<file path="src/rtl/tune_sequencer.sv">
// rtl/tune_sequencer.sv - multi-tune ROM-driven stereo square-wave sequencer
module tune_sequencer #(
  parameter int          STATE_W     = 2,
  parameter int          STEP_W      = 6,
  parameter int          DIV_W       = 22,
  parameter int          TICK_CYCLES = 10_000_000,
  parameter logic [15:0] AMPLITUDE   = 16'h2000
) (
  input  logic                       clk,
  input  logic                       rst_n,
  input  logic                       enable,
  input  logic [STATE_W-1:0]         state,
  output logic [STATE_W+STEP_W-1:0]  rom_addr,
  input  logic [5+2*DIV_W:0]         rom_data,
  output logic [15:0]                audio_left,
  output logic [15:0]                audio_right,
  output logic                       busy,
  output logic                       done
);

  localparam int TICK_W = (TICK_CYCLES > 1) ? $clog2(TICK_CYCLES) : 1;
  localparam logic [15:0] NEG_AMP = ~AMPLITUDE + 16'd1;

  localparam logic [2:0] S_IDLE  = 3'd0;
  localparam logic [2:0] S_FETCH = 3'd1;
  localparam logic [2:0] S_WAIT  = 3'd2;
  localparam logic [2:0] S_LATCH = 3'd3;
  localparam logic [2:0] S_PLAY  = 3'd4;
  localparam logic [2:0] S_HOLD  = 3'd5;

  logic [STATE_W-1:0] state_q;
  logic [2:0]         fsm;
  logic [STEP_W-1:0]  step;
  logic [TICK_W-1:0]  tick_cnt;
  logic [3:0]         beats;

  logic               w_end, w_loop;
  logic [3:0]         w_dur;
  logic [DIV_W-1:0]   new_div [2];
  logic [DIV_W-1:0]   div_q   [2];
  logic [DIV_W-1:0]   cnt_q   [2];
  logic               ph_q    [2];

  logic restart, mute, tick_wrap, load_div, clr_div;

  assign w_end      = rom_data[5+2*DIV_W];
  assign w_loop     = rom_data[4+2*DIV_W];
  assign w_dur      = rom_data[3+2*DIV_W:2*DIV_W];
  assign new_div[0] = rom_data[2*DIV_W-1:DIV_W];
  assign new_div[1] = rom_data[DIV_W-1:0];

  // A tune change while playing restarts from step 0 and silences at once.
  assign restart   = enable && (state != state_q);
  assign mute      = !enable || restart;
  assign tick_wrap = (tick_cnt == TICK_W'(TICK_CYCLES - 1));
  assign load_div  = !mute && (fsm == S_LATCH) && !w_end;
  assign clr_div   = mute || ((fsm == S_LATCH) && w_end && !w_loop);

  assign rom_addr = {state_q, step};
  assign busy     = (fsm == S_FETCH) || (fsm == S_WAIT) ||
                    (fsm == S_LATCH) || (fsm == S_PLAY);

  always_ff @(posedge clk or negedge rst_n) begin
    if (!rst_n) begin
      state_q  <= '0;
      fsm      <= S_IDLE;
      step     <= '0;
      tick_cnt <= '0;
      beats    <= '0;
      done     <= 1'b0;
    end else begin
      state_q <= state;
      if (!enable) begin
        fsm  <= S_IDLE;
        step <= '0;
        done <= 1'b0;
      end else if (restart) begin
        fsm  <= S_FETCH;
        step <= '0;
        done <= 1'b0;
      end else begin
        case (fsm)
          S_IDLE:  fsm <= S_FETCH;
          S_FETCH: fsm <= S_WAIT;
          S_WAIT:  fsm <= S_LATCH;
          S_LATCH: begin
            if (w_end && w_loop) begin
              step <= '0;
              fsm  <= S_FETCH;
            end else if (w_end) begin
              done <= 1'b1;
              fsm  <= S_HOLD;
            end else begin
              beats    <= (w_dur == 4'd0) ? 4'd1 : w_dur;
              tick_cnt <= '0;
              fsm      <= S_PLAY;
            end
          end
          S_PLAY: begin
            if (tick_wrap) begin
              tick_cnt <= '0;
              beats    <= beats - 4'd1;
              if (beats == 4'd1) begin
                step <= step + STEP_W'(1);
                fsm  <= S_FETCH;
              end
            end else begin
              tick_cnt <= tick_cnt + TICK_W'(1);
            end
          end
          S_HOLD:  fsm <= S_HOLD;
          default: fsm <= S_IDLE;
        endcase
      end
    end
  end

  // Re-latching an unchanged divider keeps the waveform phase-continuous.
  always_ff @(posedge clk or negedge rst_n) begin
    if (!rst_n) begin
      for (int ch = 0; ch < 2; ch++) begin
        div_q[ch] <= '0;
        cnt_q[ch] <= '0;
        ph_q[ch]  <= 1'b0;
      end
    end else begin
      for (int ch = 0; ch < 2; ch++) begin
        if (clr_div) begin
          div_q[ch] <= '0;
          cnt_q[ch] <= '0;
          ph_q[ch]  <= 1'b0;
        end else if (load_div && (new_div[ch] != div_q[ch])) begin
          div_q[ch] <= new_div[ch];
          cnt_q[ch] <= '0;
          ph_q[ch]  <= 1'b0;
        end else if (div_q[ch] == '0) begin
          cnt_q[ch] <= '0;
          ph_q[ch]  <= 1'b0;
        end else if (cnt_q[ch] == div_q[ch] - DIV_W'(1)) begin
          cnt_q[ch] <= '0;
          ph_q[ch]  <= ~ph_q[ch];
        end else begin
          cnt_q[ch] <= cnt_q[ch] + DIV_W'(1);
        end
      end
    end
  end

  function automatic logic [15:0] sample(input logic [DIV_W-1:0] d, input logic p);
    if (d == '0) return 16'd0;
    return p ? NEG_AMP : AMPLITUDE;
  endfunction

  always_ff @(posedge clk or negedge rst_n) begin
    if (!rst_n) begin
      audio_left  <= 16'd0;
      audio_right <= 16'd0;
    end else begin
      audio_left  <= mute ? 16'd0 : sample(div_q[0], ph_q[0]);
      audio_right <= mute ? 16'd0 : sample(div_q[1], ph_q[1]);
    end
  end

endmodule

</file>
<file path="config.mk">
export PLATFORM = sky130hd
export DESIGN_NAME = tune_sequencer
export DESIGN_NICKNAME = d
export VERILOG_FILES = /design/src/rtl/tune_sequencer.sv
export SDC_FILE = /design/constraint.sdc
export NUM_CORES = 1
export LEC_CHECK = 0
export CAP_MARGIN = 5
export CORE_MARGIN = 4
export CORE_UTILIZATION = 52
export DETAILED_ROUTE_END_ITERATION = 10
export PLACE_DENSITY = 0.84
export SYNTH_ARGS = -nofsm -noshare
export SYNTH_HDL_FRONTEND = slang
export SYNTH_SLANG_ARGS = --single-unit
export TNS_END_PERCENT = 30
</file>
<file path="constraint.sdc">
create_clock -name clk -period 2.9 [get_ports clk]
set_clock_uncertainty 0.05 [all_clocks]
set_input_delay 0.58 -clock clk [delete_from_list [all_inputs] [get_ports clk]]
set_output_delay 0.58 -clock clk [all_outputs]
set_load 0.01 [all_outputs]
</file>
Word level (Yosys, flattened, before mapping):

Index checks and enable logic that the tools add are counted.

* register bits: 162
* input port bits: 55
* output and inout bits: 42
* word-level logic and storage cells: 134

* add/subtract/negate cells: 7
* equal/unequal tests: 22
* mux-type cells: 57
* bitwise logic cells: 3
* reduce and logical (&&, ||, !) cells: 31

Operators with widths (count)
* two-way mux 22 bit: 12
* two-way mux 16 bit: 8
* two-way mux 24 bit: 3
* case mux 24 bit (2 select lines): 1
* adder 22 x 1 -> 22 bit, second input constant: 2
* equality test 22 bit: 2
* zero test 22 bit: 2
* != test 22 bit: 2
* subtractor 22 x 1 -> 22 bit, second input constant: 2
* two-way mux 6 bit: 5
* adder 24 x 1 -> 24 bit, second input constant: 1
* equality test 24 bit, second input constant: 1
* case mux 3 bit (6 select lines): 1
* two-way mux 1 bit: 16
* two-way mux 4 bit: 4
* two-way mux 3 bit: 5
* case mux 6 bit (2 select lines): 1
* logical AND 1 bit: 8
* != test 4 x 3 -> 1 bit, second input constant: 2
* case mux 4 bit (2 select lines): 1
* nonzero test 4 bit: 2
* adder 6 x 1 -> 6 bit, second input constant: 1
* equality test 3 x 2 -> 1 bit, second input constant: 2
* equality test 3 bit, second input constant: 2
* other kinds (20): 34

Logic depth before layout (Yosys ltp):

* depth in word-level cells: 9
* gate-level depth with buffers: 12
* depth with buffers taken out: 9

Least setup slack after synthesis:

Ideal clock, no wire load.

* kind: flip-flop to flip-flop
* start: register div_q[22] in the netlist's numbering
* end: register ph_q[1] in the netlist's numbering
* library setup time: 0.125 ns
* arrival: 3.066 ns
* required time: 2.725 ns
* setup slack: -0.341 ns
* stages on the path, launching flop included: 12
* path buffers: 2
* clock period less this slack: 3.241 ns
* cells stage by stage: dfrtp_1 clkbuf_1 inv_1 ha_1 clkbuf_1 or3b_2 nor3_1 mux2_2 nor4b_1 nand4_1 a2111oi_0 mux2_2

* word-level cells in the longest chain between the ends: 4
* elaborated cells on any way between the ends: 9
* classes of those cells: add/sub: 1; eq/ne: 2; mux: 3; reduce/logical: 3

RTL lines
* from (decl): RTL line 40 `logic [DIV_W-1:0] div_q [2];`
* from (signal, indexed assignment): RTL line 133 `div_q[ch] <= new_div[ch];`
* branches (longest 4 deep; another with subtractor 22 x 1 -> 22 bit)
* to (signal, indexed assignment): RTL line 141 `ph_q[ch] <= ~ph_q[ch];`
* to (decl): RTL line 42 `logic ph_q [2];`

Parallel ways; which one is timed is not known.
A chain may end at the register's enable or synchronous reset.

Worst setup path after layout:

Same ends and word-level chain as after synthesis.

==> summary.md <==
| Metric | Value |
|---|---|
| Result of the run | `complete, but fails checks` |
| Failing checks | `negative setup slack` |
| Clock Sinks | `between 100 and 150` |
| Yosys cell types | `69` |
| Clk root buf | `clkbuf_16` |
| DR top layer | `met4` |
| Nets | `1226` |
| # diodes | `0` |
| Hpwl dp | `17.7 mm` |
| Post-synth top flop | `dfrtp_1` |
| Residual DRC | `0` |
| First-pass GRT wire length | `between 30 and 40 mm` |
| Synthesis-to-layout area growth | `24.3%` |
| CTS tree | `done` |
| Crit path max fanout | `5` |
| Metal-1 WL | `roughly 10 mm` |
| Max-slew violations | `0` |
| Die Y-Extent | `around 140 µm` |
| Pin count of the biggest net entering global routing | `75` |
| Post-synth top area share | `0.379` |
| Syn Inst Count | `~1000` |
| Synth area leader | `dfrtp_1` |
| Row count | `47` |
| Netlist Area Pre-Place | `just under 9000 µm²` |
| Initial core utilization | `0.531` |
| Post-DP Area | `10200 µm²` |
| Die X | `138 µm` |
| Synth top area cells | `dfrtp_1 38%, xnor2_1 9.7%, nand2_1 5.6%` |
| Crit Path Category | `reg -> reg` |
| Most frequent cells in the layout | `134 x dfrtp_1, 133 x nand2_1, 98 x xnor2_1` |
| Die area | `19200 µm²` |
| DR WL met3 | `around 1.8 mm` |
| Type of the tightest min-delay check | `in -> async` |
| Tcrit/Tclk final | `1.06` |
| Max frequency | `~320 MHz` |
| Fillers | `1266` |
| Slew of the pin with the lowest slew margin | `0.718 ns` |
| Cell count after placement | `1363` |
| Worst vdd ir | `0.000450 V` |
| DR pass1 iterations | `7` |
| H-Tree Depth | `4` |
| Vias in the first global route | `just under 8000` |
| Hold_ws | `~0.09 ns` |
| Core Box Area | `16600 µm²` |
| Iter 0 DRT Violations | `930` |
| ANT nets after route | `0` |
| Final hold violation count | `0` |
| RSZ-0062 raised after global routing | `true` |
| Maximum root-to-sink buffer count | `2` |
| GRT Total Usage | `0.249` |
| Layout cells sized above 1 | `0.151` |
| Worst Path Arrival | `about 3.4 ns` |
| Number of enable flip-flop cells after synthesis | `0` |
| Slew margin rel. | `0.521` |
| RD Place Congestion | `around 0.95` |
| Ys Warns | `0` |
| Commonest non-fill, non-tap cell in the layout | `dfrtp_1` |
| R2R Path End | `ph_q[1]` |
| Post-route non-filler standard cell count | `1394` |
| Max stage delay on crit path | `around 0.54 ns` |
| Gr ovfl total | `0` |
| Vias per cell | `5.99` |
| Seq/Total Area, Yosys | `0.379` |
| Crit path cell chain | `inv_1 -> ha_1 -> nor3b_1 -> nand2_1 -> buf_4 -> nor4b_1 -> a31oi_1 -> o221a_2 -> a2111oi_2 -> mux2_2` |
| Syn avg cell area | `8.49 µm²` |
| Routed WL per cell | `17.7 µm` |
| Total CTS buffers | `17` |
| Initial antenna violation count | `0` |
| Reg2reg setup slack | `-0.18 ns` |
| Critical Path Sink Type | `register` |
| Clk slew on worst S/H paths | `0.06 ns` |
| Reg2Reg Depth | `10` |
| Final wirelength | `approximately 25 mm` |
| Async S/R FF share, synth | `1.00` |
| Startpoint Class | `register` |
| Worst path slowest cell | `nor3b_1` |
| PortBufs | `70` |
| Yosys reg bits | `134` |
| Setup violations, final | `23` |
| # IOs | `97` |
| Met2 Wirelength | `roughly 12 mm` |
| Setup ws final | `-0.183 ns` |
| Final Instance Area | `11000 µm²` |
| Max-cap violations | `0` |
| Fin crit period | `3.08 ns` |
| Pwr Density | `403 nW/µm²` |
| Final core occ | `0.660` |
| DR vias | `about 8400` |
| Reg2reg start | `div_q[22]` |
| CP required | `~3.2 ns` |
| Leakage | `4.45 nW` |
| Worst-Skew Late Latency | `0.43 ns` |
==> final cells by class <==
type                            instances  area (µm²)  share of cell area
Multi-Input combinational cell        823        5200               0.473
Clock buffer                           21         480              0.0437
Clock inverter                          9         125              0.0114
Sequential cell                       134        3350               0.305
Tap cell                              220         275              0.0250
Timing Repair Buffer                  169        1490               0.136
Inverter                               18        67.6             0.00615
==> flip-flops by register name, summed over array words and instances (netlist names), 3 cells and up <==
name      cells
div_q        44
tick_cnt     24
cnt_q        44
beats         4
fsm           3
step          6
==> cells by family (layout without fill, tap and decap cells) <==
family | Yosys count | count (layout) | synth area share
simple gates | 467 | 467 | 0.269
fa+ha+maj | 8 | 8 | 0.0113
xor+xnor | 151 | 151 | 0.150
buf+inv | 110 | 217 | 0.0625
other cells | 1 | 26 | 0.000424
mux | 5 | 5 | 0.00608
flops | 134 | 134 | 0.379
compound gates | 166 | 166 | 0.122
==> Yosys cell counts, types with 10 or more instances <==
cell      number
inv_1         18
nor2_1        70
buf_4         28
dfrtp_1      134
nand2b_1      10
xnor2_1       98
xor2_1        53
or4_1         11
nor4_1        17
nand2_1      133
nand3_1       44
nor3_1        73
o31ai_1       11
nand4_1       27
nor3b_1       12
a21oi_1       25
or3_1         14
o21ai_0       71
clkbuf_1      56
==> routing by layer <==
layer  vias up  GRT usage
met1      4036      0.324
met3        67     0.0504
li1       3865          -
met5         -          0
met2       387      0.420
met4         0     0.0816
==> how the worst max path moves through the flow <==
| stage | startpoint | to | slack, ns | cells past startpoint |
|---|---|---|---|---|
| 2_1_floorplan | div_q[30] | cnt_q[25] | -0.25 | 10 |
| 5_1_grt | div_q[22] | cnt_q[40] | -0.24 | 11 |
| 3_3_place_gp | rom_data[33] | cnt_q[41] | -0.18 | 9 |
| 4_1_cts | div_q[34] | ph_q[1] | -0.15 | 7 |
| 3_5_place_dp | rom_data[33] | cnt_q[30] | -0.28 | 9 |
| 6_report | div_q[22] | ph_q[1] | -0.18 | 10 |
==> power breakdown <==
part | switching, W | internal (W) | total, W
registers | 0.0000129 | 0.00188 | 0.00190
logic | 0.000164 | 0.000143 | 0.000307
clock network | 0.000805 | 0.00143 | 0.00223
==> worst max-delay path: cells and delay by family (launching register included) <==
kind            cells  cell delay (ns)
simple gates        3             1.03
compound gates      3             0.63
flops               1             0.38
mux                 1             0.38
buf+inv             2             0.27
fa+ha+maj           1             0.22
==> per-stage QoR <==
step                      power, W  TNS, ns  setup slack (ns)
final                      0.00443    -3.56            -0.183
after global routing       0.00457    -7.70            -0.239
after CTS                  0.00445    -2.94            -0.148
after detailed placement   0.00223    -9.61            -0.280
after global placement     0.00223    -5.53            -0.185
after floorplan            0.00207    -5.71            -0.247
==> repair_timing <==
action,CTS,global route
pin swaps,1,4
endpoints found under the setup margin,46,46
buffers inserted,0,1
hold buffers,0,0
resized for setup,6,24
No activity file was read; power rests on OpenSTA's default activity.
